==> src/rtl/card_pile_store_if.sv <==
// Command, response and status signals of card_pile_store.
// The game-control side uses master; the store itself uses slave.
interface card_pile_store_if #(
  parameter int ADDR_W  = 6,
  parameter int PILES   = 4,
  parameter int PILE_W  = 2,
  parameter int VALUE_W = 4,
  parameter int SUIT_W  = 2
);
  logic               cmd_valid;
  logic               cmd_ready;
  logic [1:0]         cmd_op;
  logic [PILE_W-1:0]  cmd_pile;
  logic [PILE_W-1:0]  cmd_dst;
  logic [VALUE_W-1:0] value;
  logic [SUIT_W-1:0]  suit;
  logic               rsp_valid;
  logic               rsp_error;
  logic [VALUE_W-1:0] rsp_value;
  logic [SUIT_W-1:0]  rsp_suit;
  logic [PILES-1:0]   pile_empty;
  logic [ADDR_W:0]    free_count;

  modport master (
    output cmd_valid, cmd_op, cmd_pile, cmd_dst, value, suit,
    input  cmd_ready, rsp_valid, rsp_error, rsp_value, rsp_suit, pile_empty, free_count
  );

  modport slave (
    input  cmd_valid, cmd_op, cmd_pile, cmd_dst, value, suit,
    output cmd_ready, rsp_valid, rsp_error, rsp_value, rsp_suit, pile_empty, free_count
  );
endinterface

==> src/rtl/card_pile_store.sv <==
// Linked-list card pool holding PILES independent piles plus a free list.
// Each command is accepted in IDLE, executed in one EXEC cycle, and answered with a one-cycle response.
module card_pile_store #(
  parameter int DEPTH   = 64,
  parameter int ADDR_W  = 6,
  parameter int PILES   = 4,
  parameter int PILE_W  = 2,
  parameter int VALUE_W = 4,
  parameter int SUIT_W  = 2
) (
  input logic              clock,
  input logic              reset,
  card_pile_store_if.slave bus
);

  typedef enum logic [1:0] {OP_PUSH = 2'b00, OP_POP = 2'b01, OP_PEEK = 2'b10, OP_MOVE = 2'b11} op_e;
  typedef enum logic [1:0] {S_INIT, S_IDLE, S_EXEC} state_e;
  typedef struct packed {
    logic [SUIT_W-1:0]  suit;
    logic [VALUE_W-1:0] value;
  } card_t;

  localparam logic [ADDR_W:0]   FULL_CNT = (ADDR_W+1)'(DEPTH);
  localparam logic [ADDR_W:0]   CNT_ONE  = (ADDR_W+1)'(1);
  localparam logic [ADDR_W-1:0] ADDR_ONE = ADDR_W'(1);
  localparam logic [ADDR_W-1:0] LAST_IDX = ADDR_W'(DEPTH - 1);

  state_e            state_q, state_d;
  card_t             card_mem [DEPTH];
  logic [ADDR_W-1:0] next_mem [DEPTH];
  logic [ADDR_W-1:0] head_q   [PILES];
  logic [ADDR_W:0]   cnt_q    [PILES];
  logic [ADDR_W-1:0] free_head_q;
  logic [ADDR_W:0]   free_cnt_q;
  logic [ADDR_W-1:0] init_idx_q;

  op_e               op_q;
  logic [PILE_W-1:0] pile_q, dst_q;
  card_t             card_q;
  card_t             rsp_card_q;
  logic              rsp_valid_q, rsp_error_q;

  logic [ADDR_W-1:0] src_head, dst_head, top_next, free_next;
  card_t             top_card;
  logic              cmd_err, init_done, cmd_ready;
  logic              card_we, next_we;
  logic [ADDR_W-1:0] mem_addr, next_wdata;
  logic [PILES-1:0]  empty;

  // Operands of the latched command, read straight from the current pointers.
  always_comb begin
    src_head  = head_q[pile_q];
    dst_head  = head_q[dst_q];
    top_card  = card_mem[src_head];
    top_next  = next_mem[src_head];
    free_next = next_mem[free_head_q];
    init_done = (init_idx_q == LAST_IDX);
    cmd_err   = (op_q == OP_PUSH) ? (free_cnt_q == '0) : (cnt_q[pile_q] == '0);
  end

  always_ff @(posedge clock or posedge reset) begin
    if (reset) state_q <= S_INIT;
    else       state_q <= state_d;
  end

  always_comb begin
    // NOTE: every output of this block gets a default first so no path leaves a latch behind.
    state_d    = state_q;
    cmd_ready  = 1'b0;
    card_we    = 1'b0;
    next_we    = 1'b0;
    mem_addr   = init_idx_q;
    next_wdata = init_idx_q + ADDR_ONE;
    unique case (state_q)
      S_INIT: begin
        next_we = 1'b1;
        if (init_done) state_d = S_IDLE;
      end
      S_IDLE: begin
        cmd_ready = 1'b1;
        if (bus.cmd_valid) state_d = S_EXEC;
      end
      S_EXEC: begin
        state_d = S_IDLE;
        if (!cmd_err) begin
          unique case (op_q)
            OP_PUSH: begin
              mem_addr   = free_head_q;
              card_we    = 1'b1;
              next_we    = 1'b1;
              next_wdata = src_head;
            end
            OP_POP: begin
              mem_addr   = src_head;
              next_we    = 1'b1;
              next_wdata = free_head_q;
            end
            OP_MOVE: begin
              mem_addr   = src_head;
              next_we    = (pile_q != dst_q);
              next_wdata = dst_head;
            end
            default: ;
          endcase
        end
      end
      default: state_d = S_INIT;
    endcase
  end

  // NOTE: the pool is deliberately not reset; INIT rebuilds every next pointer and cards are written before being read.
  always_ff @(posedge clock) begin
    if (card_we) card_mem[mem_addr] <= card_q;
    if (next_we) next_mem[mem_addr] <= next_wdata;
  end

  always_ff @(posedge clock or posedge reset) begin
    if (reset) begin
      for (int p = 0; p < PILES; p++) begin
        head_q[p] <= '0;
        cnt_q[p]  <= '0;
      end
      free_head_q <= '0;
      free_cnt_q  <= '0;
      init_idx_q  <= '0;
      op_q        <= OP_PUSH;
      pile_q      <= '0;
      dst_q       <= '0;
      card_q      <= '0;
      rsp_card_q  <= '0;
      rsp_valid_q <= 1'b0;
      rsp_error_q <= 1'b0;
    end else begin
      rsp_valid_q <= 1'b0;
      unique case (state_q)
        S_INIT: begin
          init_idx_q <= init_idx_q + ADDR_ONE;
          if (init_done) begin
            free_head_q <= '0;
            free_cnt_q  <= FULL_CNT;
          end
        end
        S_IDLE: begin
          if (bus.cmd_valid) begin
            op_q         <= op_e'(bus.cmd_op);
            pile_q       <= bus.cmd_pile;
            dst_q        <= bus.cmd_dst;
            card_q.value <= bus.value;
            card_q.suit  <= bus.suit;
          end
        end
        S_EXEC: begin
          rsp_valid_q <= 1'b1;
          rsp_error_q <= cmd_err;
          if (cmd_err) begin
            rsp_card_q <= '0;
          end else begin
            unique case (op_q)
              OP_PUSH: begin
                rsp_card_q     <= card_q;
                head_q[pile_q] <= free_head_q;
                cnt_q[pile_q]  <= cnt_q[pile_q] + CNT_ONE;
                free_head_q    <= free_next;
                free_cnt_q     <= free_cnt_q - CNT_ONE;
              end
              OP_POP: begin
                rsp_card_q     <= top_card;
                head_q[pile_q] <= top_next;
                cnt_q[pile_q]  <= cnt_q[pile_q] - CNT_ONE;
                free_head_q    <= src_head;
                free_cnt_q     <= free_cnt_q + CNT_ONE;
              end
              OP_PEEK: rsp_card_q <= top_card;
              OP_MOVE: begin
                rsp_card_q <= top_card;
                // Moving a pile onto itself only reports its top card.
                if (pile_q != dst_q) begin
                  head_q[pile_q] <= top_next;
                  head_q[dst_q]  <= src_head;
                  cnt_q[pile_q]  <= cnt_q[pile_q] - CNT_ONE;
                  cnt_q[dst_q]   <= cnt_q[dst_q] + CNT_ONE;
                end
              end
              default: ;
            endcase
          end
        end
        default: ;
      endcase
    end
  end

  always_comb begin
    empty = '0;
    for (int p = 0; p < PILES; p++) empty[p] = (cnt_q[p] == '0);
  end

  assign bus.cmd_ready  = cmd_ready;
  assign bus.rsp_valid  = rsp_valid_q;
  assign bus.rsp_error  = rsp_error_q;
  assign bus.rsp_value  = rsp_card_q.value;
  assign bus.rsp_suit   = rsp_card_q.suit;
  assign bus.pile_empty = empty;
  assign bus.free_count = free_cnt_q;

endmodule
==> src/flat_wrapper.sv <==
// flat-port wrapper written by rule: the top's interface ports become plain ports
module card_pile_store_flat 
#(
  parameter int DEPTH   = 64,
  parameter int ADDR_W  = 6,
  parameter int PILES   = 4,
  parameter int PILE_W  = 2,
  parameter int VALUE_W = 4,
  parameter int SUIT_W  = 2
)
  (clock, reset, bus_cmd_valid, bus_cmd_op, bus_cmd_pile, bus_cmd_dst, bus_value, bus_suit, bus_cmd_ready, bus_rsp_valid, bus_rsp_error, bus_rsp_value, bus_rsp_suit, bus_pile_empty, bus_free_count);
  card_pile_store_if #(.ADDR_W(ADDR_W), .PILES(PILES), .PILE_W(PILE_W), .VALUE_W(VALUE_W), .SUIT_W(SUIT_W)) bus_i ();
  input logic clock;
  input logic reset;
  input wire logic [$bits(bus_i.cmd_valid)-1:0] bus_cmd_valid;
  input wire logic [$bits(bus_i.cmd_op)-1:0] bus_cmd_op;
  input wire logic [$bits(bus_i.cmd_pile)-1:0] bus_cmd_pile;
  input wire logic [$bits(bus_i.cmd_dst)-1:0] bus_cmd_dst;
  input wire logic [$bits(bus_i.value)-1:0] bus_value;
  input wire logic [$bits(bus_i.suit)-1:0] bus_suit;
  output wire logic [$bits(bus_i.cmd_ready)-1:0] bus_cmd_ready;
  output wire logic [$bits(bus_i.rsp_valid)-1:0] bus_rsp_valid;
  output wire logic [$bits(bus_i.rsp_error)-1:0] bus_rsp_error;
  output wire logic [$bits(bus_i.rsp_value)-1:0] bus_rsp_value;
  output wire logic [$bits(bus_i.rsp_suit)-1:0] bus_rsp_suit;
  output wire logic [$bits(bus_i.pile_empty)-1:0] bus_pile_empty;
  output wire logic [$bits(bus_i.free_count)-1:0] bus_free_count;
  assign bus_i.cmd_valid = bus_cmd_valid;
  assign bus_i.cmd_op = bus_cmd_op;
  assign bus_i.cmd_pile = bus_cmd_pile;
  assign bus_i.cmd_dst = bus_cmd_dst;
  assign bus_i.value = bus_value;
  assign bus_i.suit = bus_suit;
  assign bus_cmd_ready = bus_i.cmd_ready;
  assign bus_rsp_valid = bus_i.rsp_valid;
  assign bus_rsp_error = bus_i.rsp_error;
  assign bus_rsp_value = bus_i.rsp_value;
  assign bus_rsp_suit = bus_i.rsp_suit;
  assign bus_pile_empty = bus_i.pile_empty;
  assign bus_free_count = bus_i.free_count;
  card_pile_store #(.DEPTH(DEPTH), .ADDR_W(ADDR_W), .PILES(PILES), .PILE_W(PILE_W), .VALUE_W(VALUE_W), .SUIT_W(SUIT_W)) u_core (.clock(clock), .reset(reset), .bus(bus_i));
endmodule
==> config.mk <==
export PLATFORM = sky130hd
export DESIGN_NAME = card_pile_store_flat
export DESIGN_NICKNAME = d
export VERILOG_FILES = /design/src/rtl/card_pile_store_if.sv /design/src/rtl/card_pile_store.sv /design/src/flat_wrapper.sv
export SDC_FILE = /design/constraint.sdc
export NUM_CORES = 2
export LEC_CHECK = 0
export ABC_AREA = 1
export ABC_CLOCK_PERIOD_IN_PS = 13650
export CORE_ASPECT_RATIO = 0.8
export CORE_MARGIN = 3
export CORE_UTILIZATION = 60
export CTS_CLUSTER_SIZE = 40
export DETAILED_ROUTE_END_ITERATION = 7
export PLACE_DENSITY = 0.76
export SYNTH_ARGS = -nofsm -noshare
export SYNTH_HDL_FRONTEND = slang
export SYNTH_SLANG_ARGS = --single-unit
==> constraint.sdc <==
create_clock -name clock -period 13.65 [get_ports clock]
set_input_delay 3.4125 -clock clock [delete_from_list [all_inputs] [get_ports clock]]
set_output_delay 3.4125 -clock clock [all_outputs]
set_load 0.01 [all_outputs]
==> flow_summary.json <==
{
  "status": "complete, no violations",
  "hold_end": "u_core.init_idx_q[5]$_DFFE_PP0N_",
  "finalNonFillerCells": 5297,
  "synth.distinct_cells": 47,
  "num_rows": 86,
  "cts_hold_buf": 0,
  "io_pins": 35,
  "critPathLaunchType": "flip-flop",
  "min_path_cells": 2,
  "ys_ff_latch": 861,
  "r2r_start": "u_core.pile_q[0]$_DFFE_PP0P_",
  "leakage_uw": 0.0164,
  "worst-r2r-cell-count": 17,
  "cp-end-kind": "flip-flop",
  "die_w_um": 302,
  "clock_latency_ps": 680,
  "nFillCells": 5399,
  "synth-warning-count": 0,
  "grt_pass1_wl_um": 203000,
  "grt_pass1_vias": 32953,
  "synthCells": 4443,
  "max-vdd-ir-drop_mv": 0.221,
  "maxCapViolations": 0,
  "die_h_um": 243,
  "via_per_inst": 6.78,
  "port_buffers": 34,
  "power_uw": 8080,
  "path_cells": "nor2_4 > inv_1 > o22ai_1 > nor3_1 > ha_1 > inv_1 > nor2_1 > nand3_1 > nand2_2 > nand2_4 > nand2_2 > nand2_1 > nand2_2 > inv_2 > nor2_1 > nand2_1 > nor2_1",
  "antenna_found_initial": 2,
  "p_per_area_mw_per_mm2": 178,
  "cts_setup_buffers": 0,
  "period_minus_slack_ps": 5790,
  "worstSetupPathType": "flip-flop to flip-flop",
  "avgSynthCellArea_um2": 9.45,
  "hpwl_um": 78500,
  "r2r-end": "u_core.next_mem[54][0]$_DFFE_PP_",
  "finalMaxSlewViolations": 0,
  "cts.path.max_buffers": 3,
  "r2r_slack_ps": 7860,
  "grt_max_degree": 175,
  "crit_arrival_ps": 6080,
  "area_growth_pct": 8.35,
  "cp_max_fo": 26,
  "syn-cell-area_mm2": 0.0420,
  "drc": 0,
  "grtUsageTotal_pct": 36.0,
  "start_util_pct": 60.8,
  "gp_congestion": 0.962,
  "clock.fmax_mhz": 173,
  "worstPathRequired_ps": 13940,
  "synthTopCellsByArea": "edfxtp_1, nand3_1, nand2_1",
  "vias": 35924,
  "wirelength_um": 133000,
  "finalHoldViolCount": 0,
  "clock-root-buffer": "clkbuf_16",
  "cts.sinks": 861,
  "cts.clk_slew.worst_paths_ps": 60,
  "htreeDepth": 3,
  "ctsResizeCount": 0,
  "cts_tree": "yes",
  "drt_iter0_markers": 6575,
  "die_area_mm2": 0.0732,
  "place_inst": 5142,
  "slowest_stage": "dfrtp_1",
  "routedWlPerCell_um": 25.2,
  "min_from": "u_core.init_idx_q[5]$_DFFE_PP0N_",
  "hold_class": "flip-flop to flip-flop",
  "rsz0062_at_grt": "false",
  "syn_nets": 4469,
  "grt-ovfl-total": 0,
  "layout-drive-gt1-share_pct": 6.68,
  "detail-route-antenna-nets": 0,
  "fin_crit_sh_pct": 42.4,
  "cp_slowest_stage_delay_ps": 650,
  "finalClockSkew_ps": 57.7,
  "setup_viol": 0,
  "synth_top_area_cell": "edfxtp_1",
  "first_pass_iters": 8,
  "core_area_mm2": 0.0691,
  "final_nets": 4331,
  "slew_headroom_pct": 13.4,
  "cts_buffers": 85,
  "yosysTopAreaCellShare_pct": 54.9,
  "fin_tns_setup_ps": 0,
  "synth_seq_area_share_pct": 60.4,
  "worst_pin_slew_ps": 1290
}
registers in the layout (all words and copies together), names as in the netlist, 2 cells and up, named ones only:
name	count
u_core.card_mem	384
u_core.state_q	2
u_core.next_mem	384
u_core.free_head_q	6
u_core.op_q	2
u_core.bus.free_count	7
u_core.card_q	6
u_core.bus.rsp_suit	2
u_core.bus.rsp_value	4
u_core.dst_q	2
u_core.cnt_q	4
u_core.init_idx_q	6
u_core.pile_q	2
routing by layer:
| metal | share of wire, % | track usage [%] |
|---|---|---|
| met1 | 38 | 52.6 |
| met4 | 4.5 | 14.3 |
| met3 | 16 | 11.4 |
| met2 | 42 | 50.4 |
| met5 | 0.0097 | 0 |
where the power goes:
| part | switching, uW | internal, uW | leakage [uW] |
|---|---|---|---|
| Sequential | 94.7 | 3460 | 0.00820 |
| Combinational | 1770 | 423 | 0.00687 |
| Clock | 1040 | 1290 | 0.00132 |
worst max-delay path: cells and delay by family (launching register included):
| kind | cells | cell delay, ps |
|---|---|---|
| AOI/OAI and AO/OA | 1 | 180 |
| DFF | 1 | 650 |
| and+or+nand+nor | 12 | 3730 |
| buffers and inverters | 3 | 620 |
| adders and majority gates | 1 | 240 |
cell type report:
| class | count | area [um2] | area share (%) |
|---|---|---|---|
| Clock buffer | 104 | 2280 | 5.01 |
| Timing Repair Buffer | 94 | 816 | 1.79 |
| Multi-Input combinational cell | 3105 | 14800 | 32.5 |
| Inverter | 158 | 607 | 1.33 |
| Clock inverter | 49 | 442 | 0.970 |
| Tap cell | 924 | 1160 | 2.54 |
| Sequential cell | 861 | 25400 | 55.8 |
| Antenna cell | 2 | 5.00 | 0.0110 |
cell usage after synthesis, drive strengths merged:
master	n
edfxtp	768
o221ai	17
a21oi	81
o22ai	134
nand4	10
nand3b	2
xor2	16
a22oi	3
o32ai	1
a32oi	2
o211ai	31
inv	153
nand3	962
xnor2	2
a221oi	4
nor2	459
clkbuf	231
a31oi	5
dfrtp	93
o21ai	352
or2	5
a211oi	1
nand2	920
nor4	6
buf	88
nor3	75
fa	1
o21bai	6
ha	10
clkinv	5
per-stage QoR:
stage               util (%)  setup WS (ps)  hold slack (ps)  instance area, um2
floorplan                  -           7820              453               42000
global placement        61.9           8070              474               42800
detailed placement      61.9           8050              474               42800
CTS                     65.9           7930              487               45500
global route            65.9           7440              504               45500
finish                  65.9           7860              491               45500
layout by cell type (no fill, tap or decap), types with 31 or more instances in the layout:
master           instances
o22ai_1                134
o21ai_0                343
nand3_1                948
nand2_1                902
a21oi_1                 77
nor2_1                 451
o211ai_1                31
clkbuf_16               88
edfxtp_1               768
dfrtp_1                 85
clkdlybuf4s50_1         34
buf_4                   58
nor3_1                  60
inv_1                  126
cell families after synthesis:
kind of cell / after synthesis / synth area share [%]
adders and majority gates: 11 / 0.346
AOI/OAI and AO/OA: 637 / 8.56
and+or+nand+nor: 2439 / 25.7
DFF: 861 / 60.4
buffers and inverters: 477 / 4.57
xor gates and xnor gates: 18 / 0.375
how the worst max path moves through the flow:
stage	startpoint	to	cells past startpoint	slack, ps
2_1_floorplan	reset	asynchronous set/reset pin	1	7820
3_3_place_gp	u_core.op_q[0]$_DFFE_PP0P_	u_core.next_mem[14][1]$_DFFE_PP_	13	8070
3_5_place_dp	u_core.op_q[0]$_DFFE_PP0P_	u_core.card_mem[35][1]$_DFFE_PP_	13	8050
4_1_cts	flip-flop	bus_pile_empty[3]	4	7930
5_1_grt	u_core.pile_q[0]$_DFFE_PP0P_	flip-flop	19	7440
6_report	u_core.pile_q[0]$_DFFE_PP0P_	u_core.next_mem[54][0]$_DFFE_PP_	17	7860
No activity file was read; power rests on OpenSTA's default activity.
